**config.mk**
```make
export PLATFORM = sky130hd
export DESIGN_NAME = comm_unpack
export DESIGN_NICKNAME = d
export VERILOG_FILES = /design/src/rtl/comm_unpack.sv
export SDC_FILE = /design/constraint.sdc
export NUM_CORES = 1
export LEC_CHECK = 0
export CAP_MARGIN = 25
export CORE_ASPECT_RATIO = 1.25
export CORE_MARGIN = 2
export CORE_UTILIZATION = 50
export DETAILED_ROUTE_END_ITERATION = 7
export GPL_ROUTABILITY_DRIVEN = 0
export PLACE_DENSITY = 0.79
export SYNTH_ARGS = -nofsm -noshare
export SYNTH_HDL_FRONTEND = slang
export SYNTH_SLANG_ARGS = --single-unit
```
**constraint.sdc**
```tcl
create_clock -name CLK -period 2.7 [get_ports CLK]
set_clock_uncertainty 0.15 [all_clocks]
set_input_delay 0.675 -clock CLK [delete_from_list [all_inputs] [get_ports CLK]]
set_output_delay 0.675 -clock CLK [all_outputs]
set_load 0.01 [all_outputs]
```
**src/rtl/comm_unpack.sv**
```systemverilog
// Unpacks 128-bit sample-FIFO words into 8 (ad1, ad2) pairs on a valid/ready stream with sof/eof framing.
// Optional one-word prefetch for gap-free streaming: define COMM_UNPACK_PREFETCH_EN.
module comm_unpack #(
  parameter int FRAME_LEN = 64,
  parameter int CNT_W     = 6
) (
  input  logic         CLK,
  input  logic         RST,
  output logic         rd_en,
  input  logic [127:0] din,
  input  logic         empty,
  output logic [7:0]   out_ad1,
  output logic [7:0]   out_ad2,
  output logic         out_valid,
  input  logic         out_ready,
  output logic         sof,
  output logic         eof
);

  typedef enum logic [1:0] {IDLE, WAIT, SEND} state_t;

  state_t             state, state_nxt;
  logic [7:0][15:0]   word_q;
  logic [2:0]         idx;
  logic [CNT_W-1:0]   pair_cnt;
  logic               hs, last;
  logic               pf_rd, refill;
  logic [7:0][15:0]   refill_word;

  assign out_valid = (state == SEND);
  assign hs        = out_valid && out_ready;
  assign last      = hs && (idx == 3'd7);

`ifdef COMM_UNPACK_PREFETCH_EN
  logic [7:0][15:0] pf_q;
  logic             pf_full, rd_pend;

  // Fetch the next word near the end of the current one; a read landing on
  // the final handshake is forwarded straight from din.
  assign pf_rd       = (state == SEND) && (idx >= 3'd6) && !pf_full && !rd_pend && !empty;
  assign refill      = pf_full || rd_pend;
  assign refill_word = pf_full ? pf_q : din;

  always_ff @(posedge CLK or negedge RST) begin
    if (!RST) begin
      pf_q    <= '0;
      pf_full <= 1'b0;
      rd_pend <= 1'b0;
    end else begin
      rd_pend <= pf_rd;
      if (state == SEND && last && pf_full)
        pf_full <= 1'b0;
      else if (state == SEND && rd_pend && !last) begin
        pf_q    <= din;
        pf_full <= 1'b1;
      end
    end
  end
`else
  assign pf_rd       = 1'b0;
  assign refill      = 1'b0;
  assign refill_word = din;
`endif

  always_comb begin
    state_nxt = state;
    rd_en     = 1'b0;
    case (state)
      IDLE: begin
        rd_en = !empty && RST;
        if (!empty) state_nxt = WAIT;
      end
      WAIT: state_nxt = SEND;
      SEND: begin
        rd_en = pf_rd;
        // A read issued on the final handshake behaves like the IDLE read.
        if (last) state_nxt = refill ? SEND : (pf_rd ? WAIT : IDLE);
      end
      default: state_nxt = IDLE;
    endcase
  end

  always_ff @(posedge CLK or negedge RST) begin
    if (!RST) begin
      state    <= IDLE;
      word_q   <= '0;
      idx      <= '0;
      pair_cnt <= '0;
    end else begin
      state <= state_nxt;
      if (state == WAIT) begin
        word_q <= din;
        idx    <= '0;
      end else if (hs) begin
        idx <= idx + 3'd1;
        if (last && refill) word_q <= refill_word;
      end
      if (hs) pair_cnt <= pair_cnt + 1'b1;
    end
  end

  assign out_ad1 = out_valid ? word_q[idx][7:0]  : 8'h00;
  assign out_ad2 = out_valid ? word_q[idx][15:8] : 8'h00;
  assign sof     = out_valid && (pair_cnt == '0);
  assign eof     = out_valid && (pair_cnt == CNT_W'(FRAME_LEN - 1));

endmodule

```
* Yosys cells after proc, flatten, opt, wreduce, memory -nomap -nowiden *
Cells that the tools add are included.

word-level totals
  bits in registers = 139
  input port bits = 132
  output and inout bits = 20
  logic and storage cells = 40

cells by class
  add/sub/neg operators = 2
  $lt $le $gt $ge = 1
  eq/ne operators = 6
  mux-type cells = 10
  reduce and logical (&&, ||, !) cells = 10

operators by type and width
  operator             number
  $bmux 16 s3          1
  $mux 16              1
  $mux 8               2
  $add 6x1->6 const B  1
  $eq 6x6->1 const B   1
  $logic_not 6->1      1
  $mux 3               2
  $pmux 2 s3           1
  $logic_and 1x1->1    5
  $lt 3x4->1 const B   1
  $mux 2               2
  $add 3x1->3 const B  1
  $eq 3x3->1 const B   1
  $eq 2x1->1 const B   1
  $eq 2x2->1 const B   1
  $logic_not 2->1      1
  $ne 2x1->1 const B   1
  $ne 2x2->1 const B   1
  $reduce_and 2->1     1
  $reduce_bool 2->1    1
  $logic_not 1->1      1
  $mux 1               1

* Logic depth before layout (Yosys ltp) *
Gate-level depths: netlist of the first run.

  word-level depth = 5
  mapped depth = 6
  gate-level depth less buffers = 4

* Worst setup path before layout of the first run *
No wires, ideal clock.

  kind = register to output
  from = reg idx[1]
  to = out out_ad2[6]
  arrival = 1.511 ns
  required time = 1.875 ns
  slack = 0.364 ns
  stages on the path, launching flop included = 7
  path buffers = 3
  path through = dfrtp_1 -> clkbuf_1 -> buf_2 -> buf_2 -> mux2i_1 -> o22ai_1 -> or2_2

on the way
  cells in the longest elaborated chain, start to end = 3

RTL lines
  element                        RTL line  source
  from (decl)                    24        logic [2:0] idx;
  from (signal assigned)         95        idx <= idx + 3'd1;
  $bmux 16 s3                    103       assign out_ad2 = out_valid ? word_q[idx][15:8] : 8'h00;
  $mux 16 (implied by the code)  103
  $mux 8                         103
  to (decl)                      13        output logic [7:0] out_ad2,

Every way passes these cells. The select of a mux whose other input is x is not followed.

* Worst setup path in the final report of the first run *
  from = reg idx[0]
  to = out out_ad1[3]

on the way
  cells in the longest elaborated chain, start to end = 3

RTL lines
  element      RTL line  source
  $bmux 16 s3  102       assign out_ad1 = out_valid ? word_q[idx][7:0] : 8'h00;
  $mux 16      n/a
  $mux 8       102
  to (decl)    12        output logic [7:0] out_ad1,

Every way passes these cells. The select of a mux whose other input is x is not followed.

==> results of run 1 <==
## layout by cell type (no fill, tap or decap), types with 3 or more instances in the layout
| master | instances |
|---|---|
| clkbuf_16 | 20 |
| dfrtp_1 | 138 |
| o22ai_2 | 20 |
| buf_4 | 13 |
| buf_2 | 6 |
| a22o_1 | 5 |
| or2_4 | 5 |
| mux2i_2 | 17 |
| buf_12 | 8 |
| mux2i_1 | 36 |
| buf_6 | 16 |
| mux2i_4 | 11 |
| clkdlybuf4s50_1 | 130 |
| bufinv_16 | 5 |
| xnor2_1 | 4 |
| or2_1 | 10 |
| dlygate4sd2_1 | 3 |
| nand2_1 | 3 |
| o22ai_1 | 10 |
| mux2_2 | 129 |
| clkinvlp_4 | 3 |
| ha_1 | 4 |
## worst max-delay path: stages, from the launching register on
cell and delay [ns]:
dfrtp_1 0.38, or4b_4 0.58, buf_8 0.17, buf_6 0.13
o22ai_1 0.09, or2_1 0.12, buf_2 0.13
## layer usage
metal	vias to the layer above	GRT usage (%)
met5	-	0
li1	2010	-
met4	0	10.4
met3	10	3.77
met1	2247	29.4
met2	116	37.5
## layout make-up
cell class / instances / area (um2)
sequential: 139 / 3480
fill: 787 / 3200
multi-input combinational: 279 / 3100
timing repair buffer: 184 / 1950
clock buffer: 21 / 460
tap: 168 / 210
clock inverter: 11 / 191
inverter: 2 / 7.51
antenna: 1 / 2.50
## worst min-delay path by stage
| stage | startpoint | end | slack (ns) | cells past startpoint |
|---|---|---|---|---|
| finish | RST | word_q[79]$_DFFE_PN0N_ | 0.21 | 2 |
| global route | RST | word_q[47]$_DFFE_PN0N_ | 0.31 | 2 |
| CTS | RST | word_q[79]$_DFFE_PN0N_ | 0.27 | 2 |
| detailed placement | pair_cnt[5]$_DFFE_PN0P_ | pair_cnt[5]$_DFFE_PN0P_ | 0.34 | 1 |
| global placement | pair_cnt[4]$_DFFE_PN0P_ | pair_cnt[4]$_DFFE_PN0P_ | 0.33 | 1 |
| floorplan | RST | idx[0]$_DFFE_PN0P_ | 0.23 | 0 |
## flip-flops by register name, summed over array words and instances, names as in the netlist
register / count
state: 2
idx: 3
pair_cnt: 6
word_q: 128
## where the power goes
group / internal, mW / total, mW / switching, mW
sequential: 3.16 / 3.89 / 0.733
clock: 1.69 / 2.56 / 0.868
combinational: 2.92 / 4.88 / 1.97
## cell usage after synthesis (3+ instances only)
cell type	instances	share of area (%)
a22o_1	5	0.68
buf_2	9	0.70
buf_4	8	0.93
buf_6	11	1.9
clkbuf_1	4	0.23
dfrtp_1	139	54
ha_1	4	0.78
mux2_2	129	23
mux2i_1	64	10
nand2_1	3	0.18
nor2b_1	3	0.29
o22ai_1	32	3.1
or2_1	10	0.97
or2_2	6	0.58
xnor2_1	4	0.55
## stage by stage
stage | utilization [%] | hold WS (ns) | setup slack [ns]
finish | 74.6 | 0.207 | -0.126
global route | 74.6 | 0.308 | -0.181
CTS | 71.3 | 0.273 | -0.142
global placement | 64.9 | 0.334 | -0.0693
floorplan | - | 0.229 | 0.364
detailed placement | 64.9 | 0.342 | -0.117
## cell families (layout without fill, tap and decap cells)
kind of cell | after synthesis | in the layout | share of synthesized area [%]
AOI/OAI and AO/OA | 40 | 40 | 4.07
muxes | 193 | 193 | 32.6
and+or+nand+nor | 37 | 37 | 3.82
other | 0 | 1 | 0
adders and majority gates | 4 | 4 | 0.779
DFF | 139 | 139 | 54.1
xor gates and xnor gates | 5 | 5 | 0.682
buffers and inverters | 34 | 218 | 3.92
## timing repair
action,4_1_cts,5_1_grt
endpoints found under the setup margin,20,17
cloned,0,3
resized for setup,97,68
pin swaps,14,18
setup buffers,6,3
==> flow_metrics.env, run 1 <==
export IMPL_status="finished, violations left"
export IMPL_violations="negative setup slack"
export IMPL_core_um2=12600
export IMPL_post_drt_wl_per_cell_um=20.1
export IMPL_routed_wl_mm=16.2
export IMPL_rrSetupSlack_ns=0.72
export IMPL_clockRootBuffer="clkbuf_16"
export IMPL_dpl_cell_count=761
export IMPL_met2_length_mm=8.48
export IMPL_synth_seq_area_share_pct=54.1
export IMPL_start_util_pct=51.0
export IMPL_maxCapViolations=0
export IMPL_reg2regPathDepth=5
export IMPL_grt_max_degree=140
export IMPL_worstPathArrival_ns=2.00
export IMPL_async_flop_share_pct=100
export IMPL_synth_seq_cells=139
export IMPL_relSlewSlack_pct=51.2
export IMPL_htree_levels=4
export IMPL_die_w_um=105
export IMPL_drt_iter0_drc=123
export IMPL_synth_cells=452
export IMPL_rr_endpoint="word_q[77]$_DFFE_PN0N_"
export IMPL_cp_endpoint="out_ad1[3]"
export IMPL_ant_nets=0
export IMPL_final_area_um2=9410
export IMPL_layout_min_cycle_time_ns=2.83
export IMPL_synth_nets=588
export IMPL_worst_slew_pin_slew_ns=0.732
export IMPL_vias=4383
export IMPL_r2r_start="state[0]$_DFFE_PN0P_"
export IMPL_placed_cell_area_um2=8180
export IMPL_cts_num_sinks=139
export IMPL_place_detailed_hpwl_mm=10.4
export IMPL_layoutNonFillerInstCount=805
export IMPL_grt_use_total_pct=22.6
export IMPL_grt_ovfl_total=0
export IMPL_rsz0062_at_grt="true"
export IMPL_cp_start_kind="flip-flop"
export IMPL_ys_warn_count=0
export IMPL_hold_violations=0
export IMPL_top_layer="met4"
export IMPL_area_growth_pct=46.4
export IMPL_drc=0
export IMPL_nets=759
export IMPL_port_buffer_count=151
export IMPL_power_density_nw_per_um2=1200
export IMPL_synth_cell_types=32
export IMPL_crit_start="idx[0]$_DFFE_PN0P_"
export IMPL_synth_area_per_cell_um2=14.2
export IMPL_p_total_mw=11.3
export IMPL_dieArea_um2=13800
export IMPL_slew_viol_final=0
export IMPL_ir_worst_vdd_mv=0.586
export IMPL_first_global_vias=4619
export IMPL_layout_drive_gt1_share_pct=42.8
export IMPL_num_rows=46
export IMPL_synth_edf_count=0
export IMPL_die_h_um=131
export IMPL_syn_area_um2=6420
export IMPL_period_share_pct=105
export IMPL_critPathRequiredTime_ns=1.88
export IMPL_crit_type="reg2out"
export IMPL_clk_path_buf_depth=2
export IMPL_setup_viol=11
export IMPL_vias_per_cell=5.44
export IMPL_worstHoldPathType="in2async"
export IMPL_tritoncts="done"
export IMPL_m1WireLength_mm=6.95
export IMPL_cts_clk_slew_worst_paths_ns=0.06
export IMPL_io_pins=152
export IMPL_wl_met3_um=573
export IMPL_antenna_found_initial=0
export IMPL_crit_path_end_kind="output port"
export IMPL_synthFlopType="dfrtp_1"
export IMPL_numCtsBuffers=17
export IMPL_max_freq_mhz=354
export IMPL_layout_setup_ws_ns=-0.126
export IMPL_cts_hold_buf=0
export IMPL_leakage_nw=3.84
export IMPL_grt_pass1_wl_mm=23.8
export IMPL_path_max_fanout=6
export IMPL_tns_ns=-0.964
export IMPL_drt_first_pass_iters=4
export IMPL_clkLatencyLatePin_ns=0.41
Power figures use the tool's default switching activity.
==> run 2: changes to the inputs <==
GPL_ROUTABILITY_DRIVEN = default   (was 0)
==> results of run 2 <==
The final DEF is identical to that of run 1; final timing and power are the same.
==> run 3: changes to the inputs <==
CORE_MARGIN = 5   (was 2)
==> flow_metrics.env, run 3 (synthesis results as in run 1) <==
export IMPL_critPathTopFamily="buffers and inverters"
export IMPL_relSlewSlack_pct=51.7
export IMPL_nets=763
export IMPL_critPathRequiredTime_ns=1.88
export IMPL_dieArea_um2=15200
export IMPL_drt_first_pass_iters=4
export IMPL_htree_levels=4
export IMPL_cp_depth=6
export IMPL_start_util_pct=50.7
export IMPL_r2r_start="state[0]$_DFFE_PN0P_"
export IMPL_fill_cells=756
export IMPL_final_cell_mix="138 x dfrtp_1, 130 x clkdlybuf4s50_1, 129 x mux2_2, 23 x mux2i_4, 22 x mux2i_1"
export IMPL_top_register="word_q"
export IMPL_crit_chain="buf_8 -> buf_12 -> mux2i_4 -> o22ai_4 -> or2_1 -> buf_2"
export IMPL_layout_drive_gt1_share_pct=45.9
export IMPL_top_regs="word_q (128), pair_cnt (6), idx (3)"
export IMPL_num_rows=46
export IMPL_largest_reg_flops=128
export IMPL_status="finished, violations left"
export IMPL_p_total_mw=11.9
export IMPL_rr_endpoint="word_q[37]$_DFFE_PN0N_"
export IMPL_cts_hold_buf=0
export IMPL_grt_ovfl_total=0
export IMPL_seq_area_um2=3480
export IMPL_io_pins=152
export IMPL_setup_viol=16
export IMPL_hold_violations=0
export IMPL_crit_start="idx[1]$_DFFE_PN0P_"
export IMPL_place_gp_congestion=0.798
export IMPL_mostFrequentLayoutCell="dfrtp_1"
export IMPL_max_freq_mhz=354
export IMPL_vias_per_cell=5.47
export IMPL_cp_slowest_cell="dfrtp_4"
export IMPL_fin_util_pct=76.5
export IMPL_layout_setup_ws_ns=-0.123
export IMPL_maxCapViolations=0
export IMPL_tritoncts="done"
export IMPL_rrSetupSlack_ns=0.72
export IMPL_area_growth_pct=50.8
export IMPL_drc=0
export IMPL_crit_type="reg2out"
export IMPL_vias=4420
export IMPL_power_density_nw_per_um2=1230
export IMPL_layout_min_cycle_time_ns=2.82
export IMPL_drt_iter0_drc=215
export IMPL_violations="negative setup slack"
export IMPL_placed_cell_area_um2=8170
export IMPL_grt_use_total_pct=22.1
export IMPL_antenna_cells=0
export IMPL_clockRootBuffer="clkbuf_16"
export IMPL_first_global_vias=4962
export IMPL_grt_max_degree=140
export IMPL_clkLatencyLatePin_ns=0.41
export IMPL_die_w_um=111
export IMPL_crit_path_end_kind="output port"
export IMPL_numCtsBuffers=17
export IMPL_multi_input_area_um2=3340
export IMPL_worst_slew_pin_slew_ns=0.724
export IMPL_grt_pass1_wl_mm=26.3
export IMPL_slowest_delay_ns=0.45
export IMPL_worstHoldPathType="in2async"
export IMPL_port_buffer_count=151
export IMPL_antenna_found_initial=0
export IMPL_cts_clk_slew_worst_paths_ns=0.06
export IMPL_cp_start_kind="flip-flop"
export IMPL_routed_wl_mm=17.3
export IMPL_leakage_nw=3.90
export IMPL_post_drt_wl_per_cell_um=21.4
export IMPL_cp_endpoint="out_ad1[3]"
export IMPL_rsz0062_at_grt="true"
export IMPL_worstPathArrival_ns=2.00
export IMPL_period_share_pct=105
export IMPL_die_h_um=137
export IMPL_clk_path_buf_depth=2
export IMPL_path_max_fanout=6
export IMPL_ir_worst_vdd_mv=0.549
export IMPL_core_um2=12700
export IMPL_ant_nets=0
export IMPL_final_area_um2=9690
export IMPL_critPathBufInv=3
export IMPL_tns_ns=-1.17
export IMPL_cts_num_sinks=139
export IMPL_place_detailed_hpwl_mm=10.9
export IMPL_reg2regPathDepth=5
export IMPL_slew_viol_final=0
==> run 3: cell types whose count changed in the layout (fill, tap and decap cells not counted), moves of 2 or more <==
cell / before / now
mux2i_2: 17 / 19
o22ai_1: 10 / 6
buf_12: 8 / 12
mux2i_1: 36 / 22
o22ai_4: 2 / 10
buf_2: 6 / 9
mux2i_4: 11 / 23
clkinv_4: 1 / 3
clkinv_2: 2 / 4
clkinvlp_4: 3 / 0
buf_6: 16 / 14
o22ai_2: 20 / 16
==> run 3: area by class of cell <==
| class | count | share of cell area, % |
|---|---|---|
| sequential | 139 | 36.0 |
| multi-input combinational | 279 | 34.4 |
| timing repair buffer | 188 | 20.8 |
| clock inverter | 11 | 1.72 |
| inverter | 2 | 0.0775 |
| clock buffer | 21 | 4.86 |
| tap | 168 | 2.17 |
==> run 3: worst min-delay path by stage <==
stage | startpoint | end
4_1_cts | RST | word_q[111]$_DFFE_PN0N_
6_report | RST | word_q[127]$_DFFE_PN0N_
3_3_place_gp | pair_cnt[5]$_DFFE_PN0P_ | pair_cnt[5]$_DFFE_PN0P_
2_1_floorplan | RST | idx[0]$_DFFE_PN0P_
3_5_place_dp | word_q[82]$_DFFE_PN0N_ | word_q[82]$_DFFE_PN0N_
5_1_grt | RST | word_q[95]$_DFFE_PN0N_
==> run 3: per-layer routing <==
layer | vias up | part of all wire [%] | GRT usage, %
met3 | 27 | 4.5 | 5.48
li1 | 2007 | - | -
met1 | 2257 | 42 | 27.7
met5 | - | 0 | 0
met2 | 129 | 52 | 37.4
met4 | 0 | 1.8 | 7.91
==> run 3: report_power, final <==
part | leakage [nW] | internal [mW] | switching (mW)
combinational | 1.94 | 3.22 | 2.18
clock | 0.317 | 1.62 | 0.868
sequential | 1.65 | 3.16 | 0.852
total | 3.90 | 7.99 | 3.90
==> run 3: stage by stage <==
step,setup WS [ns],instances,hold slack [ns]
final,-0.123,808,0.233
after CTS,-0.161,806,0.271
after global routing,-0.180,808,0.288
after detailed placement,-0.171,761,0.345
after global placement,-0.103,761,0.332
after floorplan,0.364,452,0.229
==> run 3: timing repair <==
action / 4_1_cts / 5_1_grt
endpoints found under the setup margin: 20 / 17
gates cloned: 4 / 3
gates resized for setup: 124 / 81
buffers inserted: 9 / 3
endpoints found under the hold margin: 0 / 0
pin swaps: 22 / 19
